===== src/rtl/fluid_seq_pkg.sv =====
// Shared types and helpers for the fluid mix sequencer.
//   seq_state_t  : sequencer FSM states
//   MAX_CH       : upper bound on the number of inlet channels
//   POS_*        : phase positions; 0..MAX_CH-1 are inlets, then mix, flush, done
//   next_phase() : first non-zero phase at or after a given position
package fluid_seq_pkg;

  typedef enum logic [2:0] {
    IDLE,
    INLET,
    MIX,
    FLUSH,
    DONE
  } seq_state_t;

  localparam int MAX_CH = 8;

  localparam logic [3:0] POS_MIX   = 4'd8;
  localparam logic [3:0] POS_FLUSH = 4'd9;
  localparam logic [3:0] POS_DONE  = 4'd10;

  // Scans positions from from_pos upward and returns the first phase whose
  // count is non-zero; returns POS_DONE when nothing remains. nz_in must
  // already be masked to the channels that exist.
  function automatic logic [3:0] next_phase(
    input logic [3:0]        from_pos,
    input logic [MAX_CH-1:0] nz_in,
    input logic              nz_mix,
    input logic              nz_flush
  );
    logic [3:0] res;
    logic       found;
    res   = POS_DONE;
    found = 1'b0;
    for (int p = 0; p < MAX_CH; p++) begin
      if (!found && (4'(p) >= from_pos) && nz_in[p]) begin
        res   = 4'(p);
        found = 1'b1;
      end
    end
    if (!found && (from_pos <= POS_MIX) && nz_mix) begin
      res   = POS_MIX;
      found = 1'b1;
    end
    if (!found && (from_pos <= POS_FLUSH) && nz_flush) begin
      res = POS_FLUSH;
    end
    return res;
  endfunction

endpackage


===== src/rtl/phase_timer.sv =====
// Per-phase down-counter.
//   clk, rst  : clock, asynchronous active-high reset
//   load      : load load_val (takes priority over en)
//   load_val  : value loaded on phase entry (phase count minus one)
//   en        : decrement while non-zero
//   expired   : count has reached zero (last cycle of the phase)
module phase_timer #(
  parameter int CNT_W = 16
) (
  input  logic             clk,
  input  logic             rst,
  input  logic             load,
  input  logic [CNT_W-1:0] load_val,
  input  logic             en,
  output logic             expired
);

  logic [CNT_W-1:0] count_q, count_d;

  always_comb begin
    count_d = count_q;
    if (load) begin
      count_d = load_val;
    end else if (en && (count_q != '0)) begin
      // Holding at zero means the counter never wraps.
      count_d = count_q - 1'b1;
    end
  end

  // NOTE: sequential state uses non-blocking assignments so every flop
  // samples its pre-edge inputs, independent of statement order.
  always_ff @(posedge clk or posedge rst) begin
    if (rst) count_q <= '0;
    else     count_q <= count_d;
  end

  assign expired = (count_q == '0);

endmodule


===== src/rtl/fluid_mix_sequencer.sv =====
// Timed valve sequencer: inlet 0..N_CH-1 dwell, mix, flush, done.
//   clk, rst   : clock, asynchronous active-high reset
//   start      : sequence request, sampled only in IDLE
//   cfg_dwell  : per-inlet dwell counts, channel k at [k*CNT_W +: CNT_W]
//   cfg_mix    : mix valve open cycles
//   cfg_flush  : outlet valve open cycles
//   valve_in   : inlet valve enables (one-hot or zero)
//   valve_mix  : mix chamber valve enable
//   valve_out  : outlet/flush valve enable
//   busy       : sequence in progress, through the DONE cycle
//   done       : one-cycle end-of-sequence pulse
// Optional feature macro SEQ_ABORT_EN adds:
//   abort      : jump from inlet/mix straight to the full flush
//   aborted    : sticky flag, cleared by the next accepted start
module fluid_mix_sequencer
  import fluid_seq_pkg::*;
#(
  parameter int N_CH  = 3,
  parameter int CNT_W = 16
) (
  input  logic                  clk,
  input  logic                  rst,
`ifdef SEQ_ABORT_EN
  input  logic                  abort,
  output logic                  aborted,
`endif
  input  logic                  start,
  input  logic [N_CH*CNT_W-1:0] cfg_dwell,
  input  logic [CNT_W-1:0]      cfg_mix,
  input  logic [CNT_W-1:0]      cfg_flush,
  output logic [N_CH-1:0]       valve_in,
  output logic                  valve_mix,
  output logic                  valve_out,
  output logic                  busy,
  output logic                  done
);

  localparam int CH_W = (N_CH > 1) ? $clog2(N_CH) : 1;

  seq_state_t            state_q, state_d;
  logic [CH_W-1:0]       ch_q, ch_d;
  logic [N_CH*CNT_W-1:0] dwell_q, dwell_d;
  logic [CNT_W-1:0]      mix_q, mix_d;
  logic [CNT_W-1:0]      flush_q, flush_d;
  logic [N_CH-1:0]       valve_in_q, valve_in_d;
  logic                  valve_mix_q, valve_mix_d;
  logic                  valve_out_q, valve_out_d;
  logic                  busy_q, busy_d;
  logic                  done_q, done_d;
`ifdef SEQ_ABORT_EN
  logic                  aborted_q, aborted_d;
`endif

  // Counts used for the next-phase decision: live inputs while accepting a
  // start (the shadows load on that same edge), otherwise the shadows.
  logic [N_CH*CNT_W-1:0] src_dwell;
  logic [CNT_W-1:0]      src_mix, src_flush, sel_cnt;
  logic [MAX_CH-1:0]     nz_in;
  logic [3:0]            from_pos, tgt;
  logic                  take;
  logic                  timer_load, timer_en, timer_expired;

  phase_timer #(.CNT_W(CNT_W)) u_timer (
    .clk      (clk),
    .rst      (rst),
    .load     (timer_load),
    .load_val (sel_cnt - 1'b1),
    .en       (timer_en),
    .expired  (timer_expired)
  );

  // NOTE: every signal written here gets a default first, so no path
  // leaves a value held and no latch is inferred.
  always_comb begin
    state_d    = state_q;
    ch_d       = ch_q;
    dwell_d    = dwell_q;
    mix_d      = mix_q;
    flush_d    = flush_q;
    take       = 1'b0;
    timer_load = 1'b0;
    timer_en   = 1'b0;
    sel_cnt    = '0;
    nz_in      = '0;
    valve_in_d = '0;
`ifdef SEQ_ABORT_EN
    aborted_d  = aborted_q;
`endif

    if (state_q == IDLE) begin
      src_dwell = cfg_dwell;
      src_mix   = cfg_mix;
      src_flush = cfg_flush;
    end else begin
      src_dwell = dwell_q;
      src_mix   = mix_q;
      src_flush = flush_q;
    end

    for (int k = 0; k < N_CH; k++) begin
      nz_in[k] = |src_dwell[k*CNT_W +: CNT_W];
    end

    case (state_q)
      IDLE:    from_pos = 4'd0;
      INLET:   from_pos = 4'(ch_q) + 4'd1;
      MIX:     from_pos = POS_FLUSH;
      default: from_pos = POS_DONE;
    endcase

    tgt = next_phase(from_pos, nz_in, |src_mix, |src_flush);

    case (state_q)
      IDLE: begin
        if (start) begin
          take    = 1'b1;
          dwell_d = cfg_dwell;
          mix_d   = cfg_mix;
          flush_d = cfg_flush;
`ifdef SEQ_ABORT_EN
          aborted_d = 1'b0;
`endif
        end
      end
      INLET, MIX, FLUSH: begin
        timer_en = 1'b1;
        take     = timer_expired;
      end
      default: state_d = IDLE;
    endcase

`ifdef SEQ_ABORT_EN
    // Abort overrides the normal advance from inlet or mix only.
    if (abort && ((state_q == INLET) || (state_q == MIX))) begin
      take      = 1'b1;
      tgt       = (|flush_q) ? POS_FLUSH : POS_DONE;
      aborted_d = 1'b1;
    end
`endif

    if (tgt == POS_MIX) begin
      sel_cnt = src_mix;
    end else if (tgt == POS_FLUSH) begin
      sel_cnt = src_flush;
    end else begin
      for (int k = 0; k < N_CH; k++) begin
        if (tgt == 4'(k)) sel_cnt = src_dwell[k*CNT_W +: CNT_W];
      end
    end

    if (take) begin
      timer_load = (tgt != POS_DONE);
      if (tgt == POS_DONE)       state_d = DONE;
      else if (tgt == POS_FLUSH) state_d = FLUSH;
      else if (tgt == POS_MIX)   state_d = MIX;
      else begin
        state_d = INLET;
        ch_d    = tgt[CH_W-1:0];
      end
    end

    // Outputs are decoded from the next state and registered, so they
    // change on the same edge as the FSM with no combinational path out.
    for (int k = 0; k < N_CH; k++) begin
      valve_in_d[k] = (state_d == INLET) && (ch_d == CH_W'(k));
    end
    valve_mix_d = (state_d == MIX);
    valve_out_d = (state_d == FLUSH);
    busy_d      = (state_d != IDLE);
    done_d      = (state_d == DONE);
  end

  // NOTE: the configuration shadows are reset along with the FSM so a
  // sequence can never run on counts left over from before reset.
  always_ff @(posedge clk or posedge rst) begin
    if (rst) begin
      state_q     <= IDLE;
      ch_q        <= '0;
      dwell_q     <= '0;
      mix_q       <= '0;
      flush_q     <= '0;
      valve_in_q  <= '0;
      valve_mix_q <= 1'b0;
      valve_out_q <= 1'b0;
      busy_q      <= 1'b0;
      done_q      <= 1'b0;
`ifdef SEQ_ABORT_EN
      aborted_q   <= 1'b0;
`endif
    end else begin
      state_q     <= state_d;
      ch_q        <= ch_d;
      dwell_q     <= dwell_d;
      mix_q       <= mix_d;
      flush_q     <= flush_d;
      valve_in_q  <= valve_in_d;
      valve_mix_q <= valve_mix_d;
      valve_out_q <= valve_out_d;
      busy_q      <= busy_d;
      done_q      <= done_d;
`ifdef SEQ_ABORT_EN
      aborted_q   <= aborted_d;
`endif
    end
  end

  assign valve_in  = valve_in_q;
  assign valve_mix = valve_mix_q;
  assign valve_out = valve_out_q;
  assign busy      = busy_q;
  assign done      = done_q;
`ifdef SEQ_ABORT_EN
  assign aborted   = aborted_q;
`endif

endmodule


===== config.mk =====
export PLATFORM = sky130hd
export DESIGN_NAME = fluid_mix_sequencer
export DESIGN_NICKNAME = d
export VERILOG_FILES = /design/src/rtl/fluid_seq_pkg.sv /design/src/rtl/phase_timer.sv /design/src/rtl/fluid_mix_sequencer.sv
export SDC_FILE = /design/constraint.sdc
export NUM_CORES = 1
export LEC_CHECK = 0
export BUFFER_PORTS_ARGS = -buffer_cell sky130_fd_sc_hd__buf_2
export CAP_MARGIN = 0
export CORE_MARGIN = 4
export CORE_UTILIZATION = 45
export DETAILED_ROUTE_END_ITERATION = 6
export PLACE_DENSITY = 0.74
export SLEW_MARGIN = 15
export SYNTH_ARGS = -nofsm -noshare
export SYNTH_HDL_FRONTEND = slang
export SYNTH_SLANG_ARGS = --single-unit
export TNS_END_PERCENT = 50

===== constraint.sdc =====
create_clock -name clk -period 3.35 [get_ports clk]
set_input_delay 0.335 -clock clk [delete_from_list [all_inputs] [get_ports clk]]
set_output_delay 0.335 -clock clk [all_outputs]
set_load 0.03 [all_outputs]

* Yosys cells after proc, flatten, opt, wreduce, memory -nomap -nowiden *
Index checks and enable logic that the tools add are counted.

operators by class
  $add $sub $neg = 3
  order comparisons = 5
  eq/ne operators = 15
  muxes and demuxes = 33
  reductions and logical operators = 32

operators by type and width
  operator                                                                             count
  16-bit 2-to-1 mux                                                                    9
  16-bit OR reduction                                                                  5
  48-bit 2-to-1 mux                                                                    1
  16-bit by 1-bit subtractor with 16-bit output (second input constant)                2
  4-bit 2-to-1 mux                                                                     5
  16-bit zero test                                                                     1
  16-bit nonzero test                                                                  1
  1-bit logical AND                                                                    13
  3-bit by 2-bit == test with 1-bit output (second input constant)                     4
  4-bit == test (second input constant)                                                3
  2-bit 2-to-1 mux                                                                     6
  4-bit case mux with 3 select lines                                                   1
  3-bit 2-to-1 mux                                                                     3
  1-bit by 4-bit greater-or-equal comparator with 1-bit output (first input constant)  2
  4-bit <= comparator (second input constant)                                          2
  1-bit 2-to-1 mux                                                                     7
  3-bit by 1-bit == test with 1-bit output (second input constant)                     2
  4-bit by 1-bit == test with 1-bit output (second input constant)                     1
  4-bit by 2-bit == test with 1-bit output (second input constant)                     1
  2-bit by 4-bit greater-or-equal comparator with 1-bit output (first input constant)  1
  1-bit zero test                                                                      4
  4-bit zero test                                                                      1
  4-bit inequality test (second input constant)                                        1
  4-bit OR reduction                                                                   1
  other kinds (11)                                                                     11

storage, ports and cells
  bits in registers = 108
  input port bits = 83
  output and inout bits = 7
  word-level logic and storage cells = 99

* Logic depth before layout (Yosys ltp) *
  depth after elaboration = 29
  depth in mapped cells = 17
  depth with buffers taken out = 15

* Cells and area by module *
Synthesis repeated with hierarchy kept, for this count alone.

second synthesis, totals
  cell total of the unflattened synthesis = 716
  area, all modules = 6897.9 µm²

modules (own cells, without submodules)
  module               times used  cells each  area an instance (µm²)  sequential area each (µm²)
  fluid_mix_sequencer  1           593         5840.6                  2302.2
  phase_timer          1           123         1057.3                  400.4

* Worst setup path after synthesis *
OpenSTA, ideal clock, no wires.

  kind = register to register
  start = reg ch_q[0]
  end = reg u_timer.count_q[4]
  setup time = 0.066 ns
  arrival time = 3.488 ns
  data required time = 3.284 ns
  setup slack = -0.204 ns
  cell stages (with the launch flop) = 17
  path buffers = 2
  period minus slack after synthesis = 3.554 ns
  cell sequence = dfrtp_1 ha_1 o21ai_0 nand3_1 o22a_1 nand3_1 o21ai_2 buf_2 buf_1 a21boi_0 ha_1 inv_1 a2111oi_4 nand3b_1 or2_0 o21ai_0 a22o_1

on the way
  word-level cells in the longest chain between the ends = 29
  elaborated cells on any way between the ends = 44
  those cells by class = add/sub (2); order compare (5); eq/ne (5); mux (17); reduce/logical (15)

ends and longest elaborated chain
  element                                                       RTL line                    RTL
  start: declaration                                            fluid_mix_sequencer.sv:41   logic [CH_W-1:0] ch_q, ch_d;
  start signal: assignment                                      fluid_mix_sequencer.sv:192  ch_q <= ch_d;
  2-bit by 1-bit adder with 3-bit output (*)                    fluid_mix_sequencer.sv:106  INLET: from_pos = 4'(ch_q) + 4'd1;
  4-bit case mux with 3 select lines (*)                        fluid_mix_sequencer.sv:104  case (state_q)
  1-bit by 4-bit greater-or-equal comparator with 1-bit output  fluid_seq_pkg.sv:36         if (!found && (4'(p) >= from_pos) && nz_in[p]) begin
  1-bit logical AND                                             fluid_seq_pkg.sv:36
  1-bit 2-to-1 mux                                              fluid_seq_pkg.sv:36
  1-bit zero test                                               fluid_seq_pkg.sv:36
  1-bit logical AND (2 in a row)                                fluid_seq_pkg.sv:36
  1-bit 2-to-1 mux                                              fluid_seq_pkg.sv:36
  [9 not listed]                                                n/a
  1-bit logical AND (2 in a row)                                fluid_seq_pkg.sv:45         if (!found && (from_pos <= POS_FLUSH) && nz_flush) begin
  4-bit 2-to-1 mux (*)                                          fluid_seq_pkg.sv:45
  4-bit zero test                                               fluid_mix_sequencer.sv:147  if (tgt == 4'(k)) sel_cnt = src_dwell[k*CNT_W +: CNT_W];
  16-bit 2-to-1 mux (3 in a row)                                fluid_mix_sequencer.sv:147
  16-bit 2-to-1 mux                                             fluid_mix_sequencer.sv:143  end else if (tgt == POS_FLUSH) begin
  16-bit 2-to-1 mux                                             fluid_mix_sequencer.sv:141  if (tgt == POS_MIX) begin
  16-bit by 1-bit subtractor with 16-bit output                 fluid_mix_sequencer.sv:67   .load_val (sel_cnt - 1'b1),
  16-bit 2-to-1 mux                                             phase_timer.sv:22           if (load) begin
  end signal: assignment                                        phase_timer.sv:34           else count_q <= count_d;
  end: declaration                                              phase_timer.sv:18           logic [CNT_W-1:0] count_q, count_d;

Every way passes the cells marked *; elsewhere a longest branch is shown, timed or not.
A chain may end at the register's enable or synchronous reset.

* Worst setup path after layout *
  start = reg state_q[1]
  end = reg u_timer.count_q[4]

on the way
  word-level cells in the longest chain between the ends = 29
  elaborated cells on any way between the ends = 59
  those cells by class = add/sub (1); order compare (5); eq/ne (8); mux (22); reduce/logical (23)

ends and longest elaborated chain
  element                                                                                                     RTL line                                                RTL
  start: declaration                                                                                          fluid_mix_sequencer.sv:40                               seq_state_t state_q, state_d;
  start signal: assignment                                                                                    fluid_mix_sequencer.sv:191                              state_q <= state_d;
  3-bit by 2-bit == test with 1-bit output (tied with other cells)                                            fluid_mix_sequencer.sv:104, fluid_mix_sequencer.sv:113
  4-bit case mux with 3 select lines / 48-bit 2-to-1 mux (equally long branches)                              fluid_mix_sequencer.sv:104, fluid_mix_sequencer.sv:90
  1-bit by 4-bit greater-or-equal comparator with 1-bit output / 16-bit OR reduction (equally long branches)  fluid_seq_pkg.sv:36, fluid_mix_sequencer.sv:101
  1-bit logical AND                                                                                           fluid_seq_pkg.sv:36
  1-bit 2-to-1 mux                                                                                            fluid_seq_pkg.sv:36
  1-bit zero test                                                                                             fluid_seq_pkg.sv:36
  1-bit logical AND (2 in a row)                                                                              fluid_seq_pkg.sv:36
  1-bit 2-to-1 mux                                                                                            fluid_seq_pkg.sv:36
  [9 not listed]                                                                                              n/a
  1-bit logical AND (2 in a row)                                                                              fluid_seq_pkg.sv:45
  4-bit 2-to-1 mux                                                                                            fluid_seq_pkg.sv:45
  4-bit zero test                                                                                             fluid_mix_sequencer.sv:147
  16-bit 2-to-1 mux (3 in a row)                                                                              fluid_mix_sequencer.sv:147
  16-bit 2-to-1 mux                                                                                           fluid_mix_sequencer.sv:143
  16-bit 2-to-1 mux                                                                                           fluid_mix_sequencer.sv:141
  16-bit by 1-bit subtractor with 16-bit output                                                               fluid_mix_sequencer.sv:67
  16-bit 2-to-1 mux                                                                                           phase_timer.sv:22

Several ways; a longest one is shown, not always the timed one.

==> results.md <==
* Outcome: finished, violations left
* Primary FF master, synth: dfrtp_1
* Drt first pass iters at 5
* Post-synth EDFFs at 0
* DR DRC count at 0
* Fmax at 291 MHz
* GR Util All Layers at 27.4%
* Synth area leaders: dfrtp_1, nand2_1, mux2i_1
* Sequential share of the synthesized area at 39.6%
* Total core area at 14700 sq um
* # port buffers at 89
* Number of nets in the layout at 1188
* WP data arrival at 3.74 ns
* Cts hold-fix bufs at 0
* Non-filler cells, final at 1292
* Startpoint types: flop
* Die area at 17200 sq um
* Synth top area share at 39.6%
* Flop and latch count out of synthesis at 108
* ANT nets after route at 0
* DR vias/cell at 5.89
* Worst Tran Pin Value at 0.860 ns
* Cells after Synth at 871
* Post-synthesis cell area at 6830 sq um
* Post-route setup slack at -0.0846 ns
* Final setup fails at 5
* Cell taking the most area after synthesis: dfrtp_1
* Final Hold Viols at 0
* Number of cells after detailed placement at 1269
* Max transition margin at 42.7%
* Worst skew pair latency at 0.37 ns
* Net Switching at 819 uW
* Post-layout min period at 3.43 ns
* Diode count at 0
* Leakage power at 4.38 nW
* Warnings, synthesis at 0
* CTS tree: yes
* Area growth from synthesis to layout at 35.4%
* Number of CTS-inserted buffers at 9
* DP HPWL at 18.3 mm
* Crit share post-route at 103%
* GPL Wtd Cong at 0.993
* Avg Cell Area, Syn at 7.84 sq um
* Clock buffer depth at 2
* RSZ-0062 raised after global routing: true
* Clock root buffer: clkbuf_16
* Initial drt markers at 820
* Net Sw Frac at 27.8%
* Pin count of the biggest net entering global routing at 81
* WL per Instance at 18.9 um
* Final instance area at 9240 sq um
* Combinational share of power at 15.5%
* Global-route wire length before repair at 38.4 mm
* Power share of the clock group at 37.0%
* Placed cell areas at 8580 sq um
* Rows at 44
* Max Slew Vio Count at 0
* Flop pwr share at 47.5%
* Tightest Hold Check Type: in -> async
* DIE WIDTH at 131 um
* CP max FO at 12
* Asr flop ratio synth at 100%
* Failing checks: setup timing
* Internal Power at 2.13 mW
* H-tree depth at 3
* Most common cell after layout, fill and taps aside: nand2_1
* Reg2reg start: state_q[1]
* Worst R2R End: u_timer.count_q[4]
* Worst vdd ir at 0.398 mV
* R2R setup slack at -0.08 ns
* GR Overflow Total at 0
* Initial antenna violation count at 0
* Pre-CTS WS at -0.280 ns
* Max Cap Viol at 0
* Clock sinks at 108
* Vias in the first global route at 7090
* Power Density at 319 nW/um^2
* Drt total wl at 24.4 mm
* Fill cells at 1289
* DR vias at 7607
* CTS clk-pin slew, worst paths at 0.08 ns
* Most frequent cells in the layout: nand2_1, buf_4, dfrtp_1
* Reg2Reg Depth at 14
* Die height at 131 um
* CP required at 3.65 ns
* Mapped Nets at 956
* Synth unique cells at 76
* Fin Clk Skew at 0.0154 ns
* Crit end category: flop
* Share of layout cells above drive strength 1 at 33.0%
* Setup crit start: state_q[1]
* Initial Util at 46.4%
* I/O pin cnt at 90
* Setup CP Type: reg -> reg
## what timing repair did
item | CTS | global route
gates cloned | 0 | 0
pin swaps | 6 | 13
resized for setup | 23 | 46
setup endpoints to repair | 10 | 13
buffers inserted | 2 | 5
## power groups by stage
stage          combinational [mW]  clock (mW)  sequential (mW)
2_1_floorplan               0.193           0             1.42
3_3_place_gp                0.416           0             1.42
3_5_place_dp                0.427           0             1.42
4_1_cts                     0.430        1.10             1.40
5_1_grt                     0.498        1.15             1.41
6_report                    0.457        1.09             1.40
## synthesized netlist by cell type (all sizes together), types with 6 or more instances
cell type  instances
mux2i             32
nor2              38
clkbuf            26
a21oi             37
a32oi              6
dfrtp            108
nand2            350
o221ai             6
nand3             24
nor3              20
o211ai             6
nor4              47
buf               26
inv                7
xnor2              6
a211oi             7
o22ai              7
o21ai             22
nand4             12
## final cells by class
class                   instances  area [sq um]  share of cell area, %
clock buffers                  11           253                   2.74
clock inverters                 5          42.5                  0.460
inverters                       7          28.8                  0.311
multi-input cells             704          4110                   44.5
flip-flops and latches        108          2710                   29.3
well taps                     184           230                   2.49
repair buffers                273          1870                   20.2
## critical path, cell delays in order (launching register included)
cell       delay, ns
dfrtp_2         0.44
or3_2           0.48
buf_4           0.19
buf_4           0.19
mux2i_2         0.25
o32ai_2         0.12
a32oi_1         0.27
a21boi_2        0.23
ha_2            0.19
inv_2           0.05
a2111oi_4       0.23
nand3b_1        0.17
or2_1           0.28
o21ai_1         0.14
a22o_1          0.15
## state kept, by name (all words and copies together), names as in the netlist
| signal | cells |
|---|---|
| busy | 1 |
| ch_q | 2 |
| done | 1 |
| dwell_q | 48 |
| flush_q | 16 |
| mix_q | 16 |
| state_q | 3 |
| u_timer.count_q | 16 |
| valve_in | 3 |
| valve_mix | 1 |
| valve_out | 1 |
## stage by stage
stage / hold WS, ns / util (%) / power (mW) / TNS (ns)
floorplan: 0.440 / - / 1.61 / 0
detailed placement: 0.488 / 58.4 / 1.85 / -1.42
global route: 0.194 / 62.9 / 3.05 / -1.41
finish: 0.122 / 62.9 / 2.95 / -0.186
global placement: 0.484 / 58.4 / 1.84 / -0.906
CTS: 0.174 / 61.2 / 2.92 / -0.0108
## logic make-up after synthesis
family                     synth area share, %
AOI/OAI and AO/OA                         15.5
xor gates and xnor gates                 0.898
adders and majority gates                0.367
buffers and inverters                     4.55
DFF                                       39.6
muxes                                     5.19
and+or+nand+nor                           34.0
## how the worst max path moves through the flow
stage / to / slack [ns] / depth (start not counted)
6_report: u_timer.count_q[4] / -0.08 / 14
5_1_grt: u_timer.count_q[4] / -0.20 / 14
4_1_cts: u_timer.count_q[4] / -0.009 / 17
3_5_place_dp: u_timer.count_q[4] / -0.28 / 16
3_3_place_gp: u_timer.count_q[4] / -0.15 / 16
2_1_floorplan: u_timer.count_q[4] / 0.002 / 16
## metal layers
metal  track usage [%]  vias to the layer above  routed length, um
li1                  -                     3543                  -
met1              38.7                     3627              10700
met2              43.2                      377              11300
met3              5.05                       60               1730
met4              8.52                        0                673
met5                 0                        -                  0
(Power assumes the default switching activity.)
